<file path="config.mk">
export PLATFORM = sky130hd
export DESIGN_NAME = press_event_controller
export DESIGN_NICKNAME = d
export VERILOG_FILES = /design/src/rtl/press_event_controller_pkg.sv /design/src/rtl/press_event_controller_press_timer.sv /design/src/rtl/press_event_controller.sv
export SDC_FILE = /design/constraint.sdc
export NUM_CORES = 1
export LEC_CHECK = 0
export ABC_CLOCK_PERIOD_IN_PS = 2200
export CORE_MARGIN = 3
export CORE_UTILIZATION = 53
export CTS_CLUSTER_DIAMETER = 50
export DETAILED_ROUTE_END_ITERATION = 10
export PLACE_DENSITY_LB_ADDON = 0.25
export SLEW_MARGIN = 40
export SYNTH_ARGS = -nofsm -noshare
export SYNTH_HDL_FRONTEND = slang
export SYNTH_SLANG_ARGS = --single-unit
</file>
<file path="constraint.sdc">
create_clock -name clk -period 2.2 [get_ports clk]
set_clock_uncertainty 0.1 [all_clocks]
set_input_delay 0.44 -clock clk [delete_from_list [all_inputs] [get_ports clk]]
set_output_delay 0.44 -clock clk [all_outputs]
set_load 0.05 [all_outputs]
</file>
<file path="src/rtl/press_event_controller_pkg.sv">
// Shared definitions for the press event controller: FSM state encoding and mode width.
package press_event_controller_pkg;

    localparam int MODE_W = 2;

    typedef enum logic [2:0] {
        ST_IDLE     = 3'd0,
        ST_PRESSED  = 3'd1,
        ST_WAIT_GAP = 3'd2,
        ST_SECOND   = 3'd3,
        ST_LONGHELD = 3'd4
    } state_t;

endpackage

</file>
<file path="src/rtl/press_event_controller_press_timer.sv">
// Saturating press/gap timer shared by all timed states; flags the long and gap thresholds.
module press_timer #(
    parameter int counterwidth = 8,
    parameter int longtime     = 100,
    parameter int gaptime      = 40
) (
    input  logic clk,
    input  logic reset,
    input  logic i_clear,
    input  logic i_enable,
    output logic o_hit_long,
    output logic o_hit_gap
);

    localparam logic [counterwidth-1:0] LONG_LAST = counterwidth'(longtime - 1);
    localparam logic [counterwidth-1:0] GAP_LAST  = counterwidth'(gaptime - 1);
    localparam logic [counterwidth-1:0] CNT_MAX   = '1;
    localparam logic [counterwidth-1:0] CNT_ONE   = counterwidth'(1);

    logic [counterwidth-1:0] r_count;

    // NOTE: sequential state is written with <= so every flop samples pre-edge values.
    always_ff @(posedge clk or posedge reset) begin
        if (reset) begin
            r_count <= '0;
        end else if (i_clear) begin
            r_count <= '0;
        end else if (i_enable && (r_count != CNT_MAX)) begin
            r_count <= r_count + CNT_ONE;
        end
    end

    assign o_hit_long = (r_count == LONG_LAST);
    assign o_hit_gap  = (r_count == GAP_LAST);

endmodule

</file>
<file path="src/rtl/press_event_controller.sv">
// Classifies conditioned button edges into short/double/long presses, a hold level and a mode count.
module press_event_controller
    import press_event_controller_pkg::*;
#(
    parameter int counterwidth = 8,
    parameter int longtime     = 100,
    parameter int gaptime      = 40
) (
    input  logic              clk,
    input  logic              reset,
    input  logic              conditioned,
    input  logic              positiveedge,
    input  logic              negativeedge,
    output logic              short_press,
    output logic              double_press,
    output logic              long_press,
    output logic              hold,
    output logic [MODE_W-1:0] mode,
    output logic              busy
);

    localparam logic [MODE_W-1:0] MODE_ONE = MODE_W'(1);

    state_t            r_state;
    state_t            w_state_next;
    logic              r_blocked;
    logic              r_short;
    logic              r_double;
    logic              r_long;
    logic              r_hold;
    logic              r_busy;
    logic [MODE_W-1:0] r_mode;

    logic w_rise;
    logic w_fall;
    logic w_start;
    logic w_short;
    logic w_double;
    logic w_long;
    logic w_hold_next;
    logic w_timer_clear;
    logic w_timer_enable;
    logic w_hit_long;
    logic w_hit_gap;

    // Coincident rising and falling pulses cancel out for that cycle.
    assign w_rise  = positiveedge & ~negativeedge;
    assign w_fall  = negativeedge & ~positiveedge;
    assign w_start = w_rise & ~r_blocked;

    press_timer #(
        .counterwidth (counterwidth),
        .longtime     (longtime),
        .gaptime      (gaptime)
    ) u_press_timer (
        .clk        (clk),
        .reset      (reset),
        .i_clear    (w_timer_clear),
        .i_enable   (w_timer_enable),
        .o_hit_long (w_hit_long),
        .o_hit_gap  (w_hit_gap)
    );

    // A button found held while idle (e.g. across reset) must be released before it can start a press.
    always_ff @(posedge clk or posedge reset) begin
        if (reset) begin
            r_blocked <= 1'b0;
        end else if (w_fall) begin
            r_blocked <= 1'b0;
        end else if ((r_state == ST_IDLE) && conditioned && !w_rise) begin
            r_blocked <= 1'b1;
        end
    end

    always_ff @(posedge clk or posedge reset) begin
        if (reset) begin
            r_state <= ST_IDLE;
        end else begin
            r_state <= w_state_next;
        end
    end

    // NOTE: every output of this block gets a default first, so no path can infer a latch.
    always_comb begin
        w_state_next   = r_state;
        w_short        = 1'b0;
        w_double       = 1'b0;
        w_long         = 1'b0;
        w_hold_next    = r_hold;
        w_timer_clear  = 1'b0;
        w_timer_enable = 1'b0;

        case (r_state)
            ST_IDLE: begin
                if (w_start) begin
                    w_state_next  = ST_PRESSED;
                    w_timer_clear = 1'b1;
                end
            end
            ST_PRESSED: begin
                w_timer_enable = 1'b1;
                if (w_fall) begin
                    w_state_next  = ST_WAIT_GAP;
                    w_timer_clear = 1'b1;
                end else if (w_hit_long) begin
                    w_state_next = ST_LONGHELD;
                    w_long       = 1'b1;
                    w_hold_next  = 1'b1;
                end
            end
            ST_WAIT_GAP: begin
                w_timer_enable = 1'b1;
                if (w_rise) begin
                    w_state_next  = ST_SECOND;
                    w_timer_clear = 1'b1;
                end else if (w_hit_gap) begin
                    w_state_next = ST_IDLE;
                    w_short      = 1'b1;
                end
            end
            ST_SECOND: begin
                w_timer_enable = 1'b1;
                if (w_fall) begin
                    w_state_next = ST_IDLE;
                    w_double     = 1'b1;
                end else if (w_hit_long) begin
                    // The first short press is dropped once the second one turns long.
                    w_state_next = ST_LONGHELD;
                    w_long       = 1'b1;
                    w_hold_next  = 1'b1;
                end
            end
            ST_LONGHELD: begin
                if (w_fall) begin
                    w_state_next = ST_IDLE;
                    w_hold_next  = 1'b0;
                end
            end
            default: begin
                w_state_next = ST_IDLE;
                w_hold_next  = 1'b0;
            end
        endcase
    end

    always_ff @(posedge clk or posedge reset) begin
        if (reset) begin
            r_short  <= 1'b0;
            r_double <= 1'b0;
            r_long   <= 1'b0;
            r_hold   <= 1'b0;
            r_busy   <= 1'b0;
            r_mode   <= '0;
        end else begin
            r_short  <= w_short;
            r_double <= w_double;
            r_long   <= w_long;
            r_hold   <= w_hold_next;
            r_busy   <= (w_state_next != ST_IDLE);
            if (w_short) begin
                r_mode <= r_mode + MODE_ONE;
            end
        end
    end

    assign short_press  = r_short;
    assign double_press = r_double;
    assign long_press   = r_long;
    assign hold         = r_hold;
    assign busy         = r_busy;
    assign mode         = r_mode;

endmodule
</file>
======== Word-level counts from Yosys, hierarchy flattened ========
Index checks and enable logic that the tools add are counted.
word-level totals
  output and inout port bits .............. 7
  input bits .............................. 5
  logic and storage cells ................. 68
  register bits after elaboration ......... 19
cells by class
  bitwise logic cells ..................... 7
  multiplexer cells ....................... 28
  equal/unequal tests ..................... 10
  reductions and logical operators ........ 12
  add/subtract/negate cells ............... 2
operators with widths
  cell                                           number
  two-way mux 3 bit                              7
  two-way mux 1 bit                              16
  two-way mux 8 bit                              2
  one-hot mux 3 bit (5 select lines)             1
  adder 8 x 1 -> 8 bit, second input constant    1
  == test 8 x 6 -> 1 bit, second input constant  1
  == test 8 x 7 -> 1 bit, second input constant  1
  != test 8 bit, second input constant           1
  == test 3 x 2 -> 1 bit, second input constant  2
  one-hot mux 1 bit (3 select lines)             2
  != test 2 bit, second input constant           2
  NOT 1 bit                                      4
  AND reduction 4 bit                            1
  nonzero test 2 bit                             2
  OR reduction 2 bit                             2
  bitwise AND 1 bit                              3
  == test 3 x 1 -> 1 bit, second input constant  1
  == test 3 bit, second input constant           1
  logical AND 1 bit                              3
  zero test 3 bit                                1
  nonzero test 3 bit                             1
  OR reduction 3 bit                             1
  adder 2 x 1 -> 2 bit, second input constant    1
  != test 2 x 1 -> 1 bit, second input constant  1
  zero test 1 bit                                1

======== Longest topological paths before layout ========
  word-level depth ........................ 6
  gate-level depth with buffers ........... 6
  mapped depth without buffers ............ 5

======== Hierarchy ========
A second synthesis with hierarchy kept.
second synthesis, totals
  cells, all modules ...................... 107
  area, all modules ....................... 1078.5 um^2
modules (own cells, without submodules)
  module                  sequential area each (um^2)  times used  cells each  area each (um^2)
  press_timer             200.2                        1           54          543.0
  press_event_controller  275.3                        1           53          535.5

======== Least setup slack after synthesis ========
OpenSTA, ideal clock, no wires.
  path type ............................... register to register
  start ................................... register u_press_timer.r_count[7]
  end ..................................... register r_busy (netlist: busy)
  library setup time ...................... 0.131 ns
  data arrival time ....................... 1.567 ns
  stages on the path, launching flop included .. 6
  path buffers ............................ 1
  setup slack ............................. 0.402 ns
  data required time ...................... 1.969 ns
  clock period less this slack ............ 1.798 ns
  cells stage by stage .................... dfrtp_1 > or3_1 > buf_2 > nor4_1 > o32ai_1 > or3_1
on the way
  longest elaborated chain between the ends .. 5
  elaborated cells on any way between the ends .. 9
  those cells by class .................... eq/ne: 2; mux: 6; reduce/logical: 1
RTL lines
  item                                                                     line                                                                                         text
  start: declaration                                                       press_event_controller_press_timer.sv:20                                                     logic [counterwidth-1:0] r_count;
  start signal: assignment                                                 press_event_controller_press_timer.sv:29                                                     r_count <= r_count + CNT_ONE;
  == test 8 x 7 -> 1 bit / == test 8 x 6 -> 1 bit (equally long branches)  press_event_controller_press_timer.sv:33, press_event_controller_press_timer.sv:34
  two-way mux 3 bit (on tied branches)                                     press_event_controller.sv:105, press_event_controller.sv:126, press_event_controller.sv:116
  two-way mux 3 bit (on tied branches)                                     press_event_controller.sv:123, press_event_controller.sv:102, press_event_controller.sv:113
  one-hot mux 3 bit (5 select lines) (*)                                   press_event_controller.sv:93                                                                 case (r_state)
  named net w_state_next[1]                                                press_event_controller.sv:25                                                                 state_t w_state_next;
  nonzero test 3 bit (*)                                                   press_event_controller.sv:159                                                                r_busy <= (w_state_next != ST_IDLE);
  end signal: assignment                                                   press_event_controller.sv:159
  end: declaration                                                         press_event_controller.sv:31                                                                 logic r_busy;
Mark *: on every way through the listed nets, which the timed path passes. The rest lies on a longest branch.
A chain may end at the register's enable or synchronous reset.

======== Worst setup path in the final report ========
  start ................................... register r_mode[0] (netlist: mode[0])
  end ..................................... output mode[0]
RTL lines
  item                      line                           text
  start: declaration        press_event_controller.sv:32   logic [MODE_W-1:0] r_mode;
  start signal: assignment  press_event_controller.sv:161  r_mode <= r_mode + MODE_ONE;
  end: declaration          press_event_controller.sv:18   output logic [MODE_W-1:0] mode,
No word-level cell between the ends.

==> impl_metrics.csv <==
group,metric,value,unit
finish,nets,124,
sta,setup_viol,0,
setup_path,start_kind,"flip-flop",
power_and_ir_drop,fin_total_pwr,0.0009502,W
die,die_w,49.68,um
synth,synth_edf_count,0,
power_and_ir_drop,max-vdd-ir-drop,403.4,uV
synth,synth.avg_cell_area,9.911,sq um
route,drt-vias-per-instance,5.732,
die,coreArea,1764,sq um
clock_network,insertion_delay,300,ps
synth,syn_nets,108,
power_and_ir_drop,p_int,0.0006044,W
clock_network,clock_sinks,19,
setup_path,crit_arrival,1510,ps
clock_network,cts_buffers,3,
setup_path,cp_num_buf_inv,1,
sta,slew_headroom,0.6148,
sta,period_needed,2047,ps
finish,final_cell_mix,"dfrtp_1, clkdlybuf4s50_1, nor2_1, nand2_1, a21oi_1",
run,cap_violations,0,
clock_network,clockBufferDepth,2,
place,gp_congestion,0.8025,
clock_network,htree_levels,1,
status,status,"complete, no violations",
setup_path,path_cells,"clkdlybuf4s50_1",
synth,yosys.area.top_type,"dfrtp_1",
synth,postSynthCellCount,102,
route,wl_per_cell,14.13,um
sta,max_freq,0.4885,GHz
place,dp.cells,138,
synth,ys_types,41,
power_and_ir_drop,power_frac_comb,0.328,
die,fp-row-count,15,
finish,antenna_cells,0,
synth,synth_top_cells_by_area,"dfrtp_1, xnor2_1, a21oi_1",
synth,yosysSeqAreaShare,0.4703,
finish,layout_commonest_cell,"dfrtp_1",
route,finalWirelength,2007,um
synth,async_flop_share,1.000,
power_and_ir_drop,p_clk_frac,0.186,
setup_path,crit_family,"buffers and inverters",
die,die_h,49.68,um
place,io_buffers,11,
synth,netlist_area,1011,sq um
synth,ys.flop_type,"dfrtp_1",
sta,setup_tns,0,ps
finish,n_fill_cell,163,
finish,stdcell_count,142,
route,drc_errors,0,
setup_path,critPathRequiredTime,1660,ps
clock_network,path_clk_slew,110,ps
sta,tightest_slew,563.2,ps
clock_network,post_cts_buffers,0,
setup_path,slowest_delay,810,ps
sta,fin_hold_ws,342.7,ps
setup_path,critical_path_class,"reg2out",
setup_path,critPathMaxFanout,3,
finish,syn2layout_area_growth,18.07,%
route,first_pass_iters,4,
power_and_ir_drop,power_leakage,0.5058,nW
place,dp_hpwl,1495,um
die,die-area,2468,sq um
clock_network,cts_root_buffer,"clkbuf_4",
global_route,grt_max_degree,20,
global_route,grt_first_pass_wirelength,3443,um
global_route,antenna_found_initial,0,
route,drt_iter0_markers,23,
finish,seqCellArea,475.5,sq um
synth,synth_top_cell_area_share,0.4703,
synth,ys_ff_latch,19,
route,drtAntennaViolNets,0,
worst_hold_path,hold_path.class,"in2async",
die,start_util,0.5730,
die,ios,12,
global_route,grt.total_usage,0.1861,
synth,ys_warn_count,0,
setup_path,rrSetupSlack,220,ps
power_and_ir_drop,switchingPower,0.0003457,W
route,via_count,814,
setup_path,endpoint_kind,"output port",
finish,drive_gt1_frac,0.1282,
sta,hold_violations,0,
clock_network,cts_resized,0,
sta,rsz0062_at_grt,"no",
power_and_ir_drop,p_per_area,796.0,nW/um^2
power_and_ir_drop,p_sw_frac,0.3639,
clock_network,ctsHoldBuffers,0,
finish,multiInputGateArea,496.7,sq um
global_route,grt_pass1_vias,791,
power_and_ir_drop,seq_power_share,0.486,
global_route,grt_overflow_total,0,
sta,slew_violations,0,
clock_network,cts_tree,"built",
setup_path,cp_slowest_cell,"clkdlybuf4s50_1",
sta,period_share,0.9306,
-- final timing paths --
kind                                                       from  depth (start not counted)                     to
min reg2reg                                 mode[1]$_DFFE_PP0P_                          1    mode[1]$_DFFE_PP0P_
max                                         mode[0]$_DFFE_PP0P_                          1                mode[0]
max reg2reg                u_press_timer.r_count[7]$_DFFE_PP0P_                          4         busy$_DFF_PP0_
min                                                       reset                          3  short_press$_DFF_PP0_
max in group asynchronous                                 reset                          3  r_blocked$_DFFE_PP0P_
min in group clk                            mode[1]$_DFFE_PP0P_                          1    mode[1]$_DFFE_PP0P_
-- cells in the mapped netlist (2+ instances only) --
cell / n
or3_1: 2
nor4_1: 2
nand2b_1: 2
and3_1: 3
nand2_1: 8
nand3b_1: 2
nor3_1: 2
a2111oi_0: 2
nor2b_1: 4
nand3_1: 2
inv_1: 4
nand4b_1: 2
xnor2_1: 5
a21oi_1: 6
buf_2: 4
o32ai_1: 2
dfrtp_1: 19
nor2_1: 8
-- state kept, by name, summed over array words and instances (netlist names) --
signal / cells
u_press_timer.r_count: 8
r_state: 3
mode: 2
busy: 1
double_press: 1
hold: 1
long_press: 1
r_blocked: 1
short_press: 1
-- area by class of cell --
class                   instances  share of cell area
inverters                       4             0.01258
clock inverters                 1            0.004193
clock buffers                   3             0.01887
flip-flops and latches         19              0.3983
repair buffers                 16              0.1237
multi-input cells              74              0.4161
well taps                      25             0.02621
-- logic make-up after synthesis --
family	after synthesis	share of synthesized area
and+or+nand+nor	46	0.2723
AOI/OAI and AO/OA	20	0.1448
DFF	19	0.4703
buffers and inverters	9	0.03836
xor gates and xnor gates	6	0.05198
muxes	1	0.009901
adders and majority gates	1	0.01237
-- power by group through the flow --
stage,clock [W],sequential [W],combinational (W)
3_5_place_dp,0,0.000466,0.000310
4_1_cts,0.000183,0.000459,0.000314
5_1_grt,0.000195,0.000471,0.000354
2_1_floorplan,0,0.000465,0.000232
3_3_place_gp,0,0.000462,0.000302
6_report,0.000177,0.000462,0.000311
-- routing by layer --
layer	share of wire	track usage	up-vias	wire length [um]
li1	-	-	399	-
met1	0.48	0.2354	387	958
met3	0.038	0.03021	4	77
met4	0.017	0.08295	0	34
met2	0.47	0.3106	24	936
met5	0	0	-	0
-- stage by stage --
stage | util | setup WS, ps | area, sq um
after floorplan | - | 402.0 | 1011
final | 0.6766 | 152.8 | 1194
after global placement | 0.6610 | 38.73 | 1166
after CTS | 0.6766 | 131.4 | 1194
after global routing | 0.6766 | 32.57 | 1194
after detailed placement | 0.6610 | -8.248 | 1166
Power figures use the tool's default switching activity.
